===== src/rtl/mem_ctrl_pkg.sv =====
// Shared sizes, load/store length encodings, IO region tag and state encoding
// for the byte-wide RAM/IO bus controller.
package mem_ctrl_pkg;

    localparam int ADDR_WID        = 32;
    localparam int ICACHE_BLK_WID  = 512;
    localparam int ICACHE_BLK_SIZE = 64;

    localparam logic [2:0] LS_LEN_B = 3'd1;
    localparam logic [2:0] LS_LEN_H = 3'd2;
    localparam logic [2:0] LS_LEN_W = 3'd4;

    // addr[17:16] value that selects the UART/IO region
    localparam logic [1:0] IO_REGION = 2'b11;

    typedef enum logic [1:0] {
        S_IDLE     = 2'd0,
        S_IF_READ  = 2'd1,
        S_LS_READ  = 2'd2,
        S_LS_WRITE = 2'd3
    } state_e;

endpackage


===== src/rtl/mem_ctrl.sv =====
// Arbiter between instruction fetch and the load/store buffer on the byte-wide
// RAM/IO bus: serialises each request into byte transactions and pulses done.
module mem_ctrl
    import mem_ctrl_pkg::*;
#(
    parameter int BLK_BYTES = ICACHE_BLK_SIZE,
    parameter int ADDR_W    = ADDR_WID
) (
    input  logic                      clk,
    input  logic                      rst,
    input  logic                      rdy,
    input  logic                      rollback,
    input  logic                      if_en,
    input  logic [ADDR_W-1:0]         if_pc,
    output logic                      if_done,
    output logic [ICACHE_BLK_WID-1:0] if_data,
    input  logic                      lsb_en,
    input  logic                      lsb_wr,
    input  logic [ADDR_W-1:0]         lsb_addr,
    input  logic [2:0]                lsb_len,
    input  logic [31:0]               lsb_wdata,
    output logic                      lsb_done,
    output logic [31:0]               lsb_rdata,
    input  logic [7:0]                mem_din,
    output logic [7:0]                mem_dout,
    output logic [ADDR_W-1:0]         mem_a,
    output logic                      mem_wr,
    input  logic                      io_buffer_full
);

    state_e                    r_state, w_state_nxt;
    logic [6:0]                r_cnt, w_cnt_nxt;
    logic [6:0]                r_len, w_len_nxt;
    logic [ADDR_W-1:0]         r_addr, w_addr_nxt;
    logic [31:0]               r_wdata, w_wdata_nxt;
    logic [ADDR_W-1:0]         r_mem_a, w_mem_a_nxt;
    logic [7:0]                r_mem_dout, w_mem_dout_nxt;
    logic [ICACHE_BLK_WID-1:0] r_if_data, w_if_data_nxt;
    logic [31:0]               r_lsb_rdata, w_lsb_rdata_nxt;
    logic                      r_if_done, w_if_done_nxt;
    logic                      r_lsb_done, w_lsb_done_nxt;

    logic [6:0]        w_cnt_inc;
    logic [ADDR_W-1:0] w_addr_inc;
    logic [6:0]        w_req_len;
    logic [5:0]        w_slot_blk;
    logic [1:0]        w_slot_word;
    logic              w_io_stall;

    // r_cnt counts bytes already addressed; the byte captured now belongs to slot r_cnt-1
    assign w_cnt_inc   = r_cnt + 7'd1;
    assign w_addr_inc  = r_addr + {{(ADDR_W-7){1'b0}}, w_cnt_inc};
    assign w_slot_blk  = r_cnt[5:0] - 6'd1;
    assign w_slot_word = r_cnt[1:0] - 2'd1;
    assign w_io_stall  = (r_state == S_LS_WRITE) && (r_addr[17:16] == IO_REGION) && io_buffer_full;

    // Decode the requested load/store length; unknown codes fall back to one byte
    always_comb begin
        case (lsb_len)
            LS_LEN_B: w_req_len = 7'd1;
            LS_LEN_H: w_req_len = 7'd2;
            LS_LEN_W: w_req_len = 7'd4;
            default:  w_req_len = 7'd1;
        endcase
    end

    // Next-state, byte sequencing and data assembly
    always_comb begin
        w_state_nxt     = r_state;
        w_cnt_nxt       = r_cnt;
        w_len_nxt       = r_len;
        w_addr_nxt      = r_addr;
        w_wdata_nxt     = r_wdata;
        w_mem_a_nxt     = r_mem_a;
        w_mem_dout_nxt  = r_mem_dout;
        w_if_data_nxt   = r_if_data;
        w_lsb_rdata_nxt = r_lsb_rdata;
        w_if_done_nxt   = 1'b0;
        w_lsb_done_nxt  = 1'b0;
        case (r_state)
            S_IDLE: begin
                // a done pulse still visible means the requester has not dropped en yet
                if (!rollback && !r_if_done && !r_lsb_done && (lsb_en || if_en)) begin
                    w_cnt_nxt = 7'd0;
                    if (lsb_en) begin
                        w_addr_nxt  = lsb_addr;
                        w_mem_a_nxt = lsb_addr;
                        w_len_nxt   = w_req_len;
                        w_wdata_nxt = lsb_wdata;
                        if (lsb_wr) begin
                            w_state_nxt    = S_LS_WRITE;
                            w_mem_dout_nxt = lsb_wdata[7:0];
                        end else begin
                            w_state_nxt     = S_LS_READ;
                            w_lsb_rdata_nxt = 32'd0;
                        end
                    end else begin
                        w_addr_nxt  = if_pc;
                        w_mem_a_nxt = if_pc;
                        w_len_nxt   = 7'(BLK_BYTES);
                        w_state_nxt = S_IF_READ;
                    end
                end else begin
                    w_mem_a_nxt = {ADDR_W{1'b0}};
                end
            end
            S_IF_READ, S_LS_READ: begin
                if (rollback) begin
                    w_state_nxt = S_IDLE;
                    w_cnt_nxt   = 7'd0;
                    w_mem_a_nxt = {ADDR_W{1'b0}};
                end else begin
                    w_cnt_nxt   = w_cnt_inc;
                    w_mem_a_nxt = (w_cnt_inc < r_len) ? w_addr_inc : {ADDR_W{1'b0}};
                    if (r_cnt != 7'd0) begin
                        if (r_state == S_IF_READ) begin
                            w_if_data_nxt[{w_slot_blk, 3'b000} +: 8] = mem_din;
                        end else begin
                            w_lsb_rdata_nxt[{w_slot_word, 3'b000} +: 8] = mem_din;
                        end
                    end else begin
                        w_if_data_nxt = r_if_data;
                    end
                    if (r_cnt == r_len) begin
                        w_state_nxt    = S_IDLE;
                        w_cnt_nxt      = 7'd0;
                        w_if_done_nxt  = (r_state == S_IF_READ);
                        w_lsb_done_nxt = (r_state == S_LS_READ);
                    end else begin
                        w_state_nxt = r_state;
                    end
                end
            end
            S_LS_WRITE: begin
                // stores ignore rollback: once committed they always complete
                if (w_io_stall) begin
                    w_cnt_nxt = r_cnt;
                end else if (w_cnt_inc < r_len) begin
                    w_cnt_nxt      = w_cnt_inc;
                    w_mem_a_nxt    = w_addr_inc;
                    w_mem_dout_nxt = r_wdata[{w_cnt_inc[1:0], 3'b000} +: 8];
                end else begin
                    w_state_nxt    = S_IDLE;
                    w_cnt_nxt      = 7'd0;
                    w_mem_a_nxt    = {ADDR_W{1'b0}};
                    w_mem_dout_nxt = 8'd0;
                    w_lsb_done_nxt = 1'b1;
                end
            end
            default: begin
                w_state_nxt = S_IDLE;
                w_cnt_nxt   = 7'd0;
                w_mem_a_nxt = {ADDR_W{1'b0}};
            end
        endcase
    end

    // State and datapath registers; rdy low freezes everything
    always_ff @(posedge clk) begin
        if (rst) begin
            r_state     <= S_IDLE;
            r_cnt       <= 7'd0;
            r_len       <= 7'd0;
            r_addr      <= {ADDR_W{1'b0}};
            r_wdata     <= 32'd0;
            r_mem_a     <= {ADDR_W{1'b0}};
            r_mem_dout  <= 8'd0;
            r_if_data   <= {ICACHE_BLK_WID{1'b0}};
            r_lsb_rdata <= 32'd0;
            r_if_done   <= 1'b0;
            r_lsb_done  <= 1'b0;
        end else if (rdy) begin
            r_state     <= w_state_nxt;
            r_cnt       <= w_cnt_nxt;
            r_len       <= w_len_nxt;
            r_addr      <= w_addr_nxt;
            r_wdata     <= w_wdata_nxt;
            r_mem_a     <= w_mem_a_nxt;
            r_mem_dout  <= w_mem_dout_nxt;
            r_if_data   <= w_if_data_nxt;
            r_lsb_rdata <= w_lsb_rdata_nxt;
            r_if_done   <= w_if_done_nxt;
            r_lsb_done  <= w_lsb_done_nxt;
        end
    end

    assign mem_wr    = (r_state == S_LS_WRITE) && rdy && !w_io_stall;
    assign mem_a     = r_mem_a;
    assign mem_dout  = r_mem_dout;
    assign if_done   = r_if_done;
    assign if_data   = r_if_data;
    assign lsb_done  = r_lsb_done;
    assign lsb_rdata = r_lsb_rdata;

endmodule

===== config.mk =====
export PLATFORM = sky130hd
export DESIGN_NAME = mem_ctrl
export DESIGN_NICKNAME = d
export VERILOG_FILES = /design/src/rtl/mem_ctrl_pkg.sv /design/src/rtl/mem_ctrl.sv
export SDC_FILE = /design/constraint.sdc
export NUM_CORES = 1
export LEC_CHECK = 0
export BUFFER_PORTS_ARGS = -buffer_cell sky130_fd_sc_hd__buf_2
export CORE_AREA = 4 4 268 270
export CTS_BUF_LIST = sky130_fd_sc_hd__clkbuf_16
export CTS_CLUSTER_DIAMETER = 30
export DETAILED_ROUTE_END_ITERATION = 12
export DIE_AREA = 0 0 272 274
export PLACE_DENSITY = 0.63
export RECOVER_POWER = 50
export SETUP_SLACK_MARGIN = 0.2
export SLEW_MARGIN = 5
export SYNTH_ARGS = -nofsm -noshare
export SYNTH_HDL_FRONTEND = slang
export SYNTH_SLANG_ARGS = --single-unit

===== constraint.sdc =====
create_clock -name clk -period 9.7 [get_ports clk]
set_clock_uncertainty 0.1 [all_clocks]
set_input_delay 0.97 -clock clk [delete_from_list [all_inputs] [get_ports clk]]
set_output_delay 0.97 -clock clk [all_outputs]
set_load 0.005 [all_outputs]

==> results.yml <==
outcome:
  status: "complete, but fails checks"
  violations: "capacitance limit, slew limit"
global_route:
  grt_max_degree: 210
  grt.overflow.total: 0
  grt_use_total: 0.282
  grt_pass1_wl_mm: 160
  grt_pass1_vias: 24676
  antenna_found_initial: 8
floorplanning:
  dieArea_mm2: 0.0745
  io_pins: 702
  die_w_um: 272
  core_mm2: 0.0695
  die_y_um: 274
  row_count: 97
  initial_core_util: 0.403
finish:
  area_growth_pct: 29.9
  final_cell_area_mm2: 0.0364
  drive_gt1_frac: 0.177
  layout_commonest_cell: "dfxtp_1"
  fin_nets: 3812
  fin_cells: 4730
  final_cell_mix: "dfxtp_1 (663), nand2_1 (574), clkbuf_1 (452)"
sta:
  layout_worst_path_cycle_share: 0.601
  rsz0062_at_grt: "false"
  tightest_slew_ns: 2.76
  max_slew_margin: -0.843
  hold_violations: 0
  fin_tns_setup_ns: 0
  setup-violations-final: 0
  slew_violations: 141
  period_needed_ns: 5.83
  fmax_mhz: 172
critical_path:
  crit_path_frequent_cell: "clkbuf_1"
  slowest_delay_ns: 1.95
  worst_setup_path_end_kind: "flip-flop"
  critPathMaxFanout: 65
  cp.arrival_ns: 6.34
  cp_slowest_cell: "clkbuf_1"
  setup.worst_path.class: "in2reg"
  cp-start-kind: "input pin"
  worst_ep_required_time_ns: 10.22
  worstPathCellList: "buf_2 > clkbuf_1 > nor2_1 > nor4bb_1 > and2_2 > clkbuf_1 > o211ai_1 > a21oi_1"
logic_synthesis:
  synth_fa_ha_area_frac: 0.0114
  synth-seq-cells: 663
  ys_async_sr_fraction: 0
  syn_area_mm2: 0.0280
  synth-simple-area-share: 0.185
  synth_xor_area_frac: 0.0152
  avgSynthCellArea_um2: 9.19
  synth_ff_type: "dfxtp_1"
  synth_top_family_by_area: "simple AND/OR/NAND/NOR gates"
  synthesis.nets: 3188
  syn_inst: 3048
  synth-compound-area-share: 0.132
  synth_edf_count: 0
  ys_types: 89
  yosysWarnings: 0
  synthMuxAreaShare: 0.139
  yosysSeqAreaShare: 0.474
route:
  drc: 0
  ant_nets: 0
  firstDrtPassIters: 7
  via_count: 25767
  drt_wl_total_mm: 111
  drtIter0Drc: 2065
  wl_per_cell_um: 23.4
  viasPerCell: 5.45
place:
  io_buffer_count: 701
  dp_cells: 4466
  place.gp.congestion: 0.857
  dpl_cell_area_mm2: 0.0320
  hpwl_mm: 78.6
clocking:
  cts.path.max_buffers: 3
  insertion_delay_ns: 0.72
  cts_buffers: 144
  cts_tree: "done"
  cts_sinks: 663
  cts_root_buf: "clkbuf_16"
  cts-resized-gates: 0
  post_cts_buffers: 0
  clkTransAtPathRegs_ns: 0.04
  htree_levels: 4
  cts-hold-fix-buffers: 0
pwr:
  p_clk_frac: 0.616
  pwr_density_cell_mw_per_mm2: 218
  seq_power_share: 0.350
  power_switching_mw: 1.90
  ir_worst_vdd_uv: 134
  power.internal_mw: 6.04
  leakagePower_nw: 14.5
  p_sw_frac: 0.240
  comb_power_share: 0.034
hold_path:
  hold_path_class: "reg2reg"
job:
  maxCapViolCount: 3
## cell usage after synthesis (19+ instances only)
| cell | count | area share |
|---|---|---|
| a31oi_1 | 31 | 0.0069 |
| ha_1 | 24 | 0.011 |
| buf_2 | 43 | 0.0077 |
| inv_1 | 27 | 0.0036 |
| clkbuf_1 | 171 | 0.023 |
| mux2i_1 | 367 | 0.13 |
| nand2_1 | 574 | 0.077 |
| nand4_1 | 30 | 0.0067 |
| nor3_1 | 39 | 0.0070 |
| o211ai_1 | 78 | 0.021 |
| buf_1 | 20 | 0.0027 |
| xnor2_1 | 24 | 0.0075 |
| a31o_2 | 80 | 0.025 |
| and3_1 | 19 | 0.0042 |
| dfxtp_1 | 663 | 0.47 |
| o21ai_0 | 139 | 0.025 |
| a21oi_1 | 83 | 0.015 |
| nor2_1 | 180 | 0.024 |
| nand3_1 | 74 | 0.013 |
| a211oi_1 | 41 | 0.011 |
| nor4_1 | 64 | 0.014 |
## state kept, by name (all words and copies together), names as in the netlist
signal / cells
lsb_done: 1
r_addr: 32
lsb_rdata: 32
if_done: 1
r_cnt: 7
r_state: 2
if_data: 512
r_len: 4
mem_a: 32
r_wdata: 32
mem_dout: 8
## cells by family after synthesis
logic type / Yosys count
simple gates: 1107
fa+ha+maj: 25
buf+inv: 284
xor+xnor: 43
flops: 663
compound gates: 547
mux: 379
## power by group through the flow
stage	sequential, mW	combinational [mW]	clock [mW]
final	2.78	0.273	4.89
after global routing	2.78	0.296	5.09
after CTS	2.78	0.271	4.94
after detailed placement	2.83	0.269	0
after global placement	2.83	0.269	0
after floorplan	2.82	0.164	0
## through the flow
step	util	worst slack [ns]	hold slack [ns]	power, mW
after global placement	0.460	4.89	0.338	3.10
after detailed placement	0.460	4.81	0.343	3.10
after floorplan	-	5.67	0.333	2.99
after global routing	0.523	3.38	0.363	8.16
final	0.523	3.87	0.348	7.94
after CTS	0.531	4.80	0.349	7.99
## worst paths after layout
check                          startpoint                        to  slack (ns)  cells after the start
setup reg to reg    r_cnt[0]$_SDFFE_PP0P_  if_data[13]$_SDFFE_PP0P_        4.77                      8
hold reg to reg   r_wdata[7]$_SDFFE_PP0P_   r_wdata[7]$_SDFFE_PP0P_        0.35                      2
hold / removal    r_wdata[7]$_SDFFE_PP0P_   r_wdata[7]$_SDFFE_PP0P_        0.35                      2
setup / recovery                   lsb_en     r_len[0]$_SDFFE_PP0P_        3.87                      8
## area by class of cell
| class | instances | area (um^2) |
|---|---|---|
| Fill cell | 6686 | 33200 |
| Multi-Input combinational cell | 2101 | 13600 |
| Sequential cell | 663 | 13300 |
| Clock buffer | 144 | 3600 |
| Timing Repair Buffer | 734 | 3210 |
| Clock inverter | 118 | 1350 |
| Tap cell | 940 | 1180 |
| Inverter | 28 | 113 |
| Antenna cell | 2 | 5.00 |
## per-layer routing
metal  track usage  vias to the layer above  part of all wire
met5             0                        -           0.00031
met3        0.0851                      217             0.090
li1              -                    12085                 -
met1         0.354                    12381              0.41
met4         0.120                        6             0.040
met2         0.450                     1078              0.46
## critical path, delay by kind of cell
kind	cells	cell delay, ns
AOI/OAI and AO/OA	2	0.50
buffers and inverters	3	3.85
and+or+nand+nor	3	0.99
No activity file was read; power rests on OpenSTA's default activity.
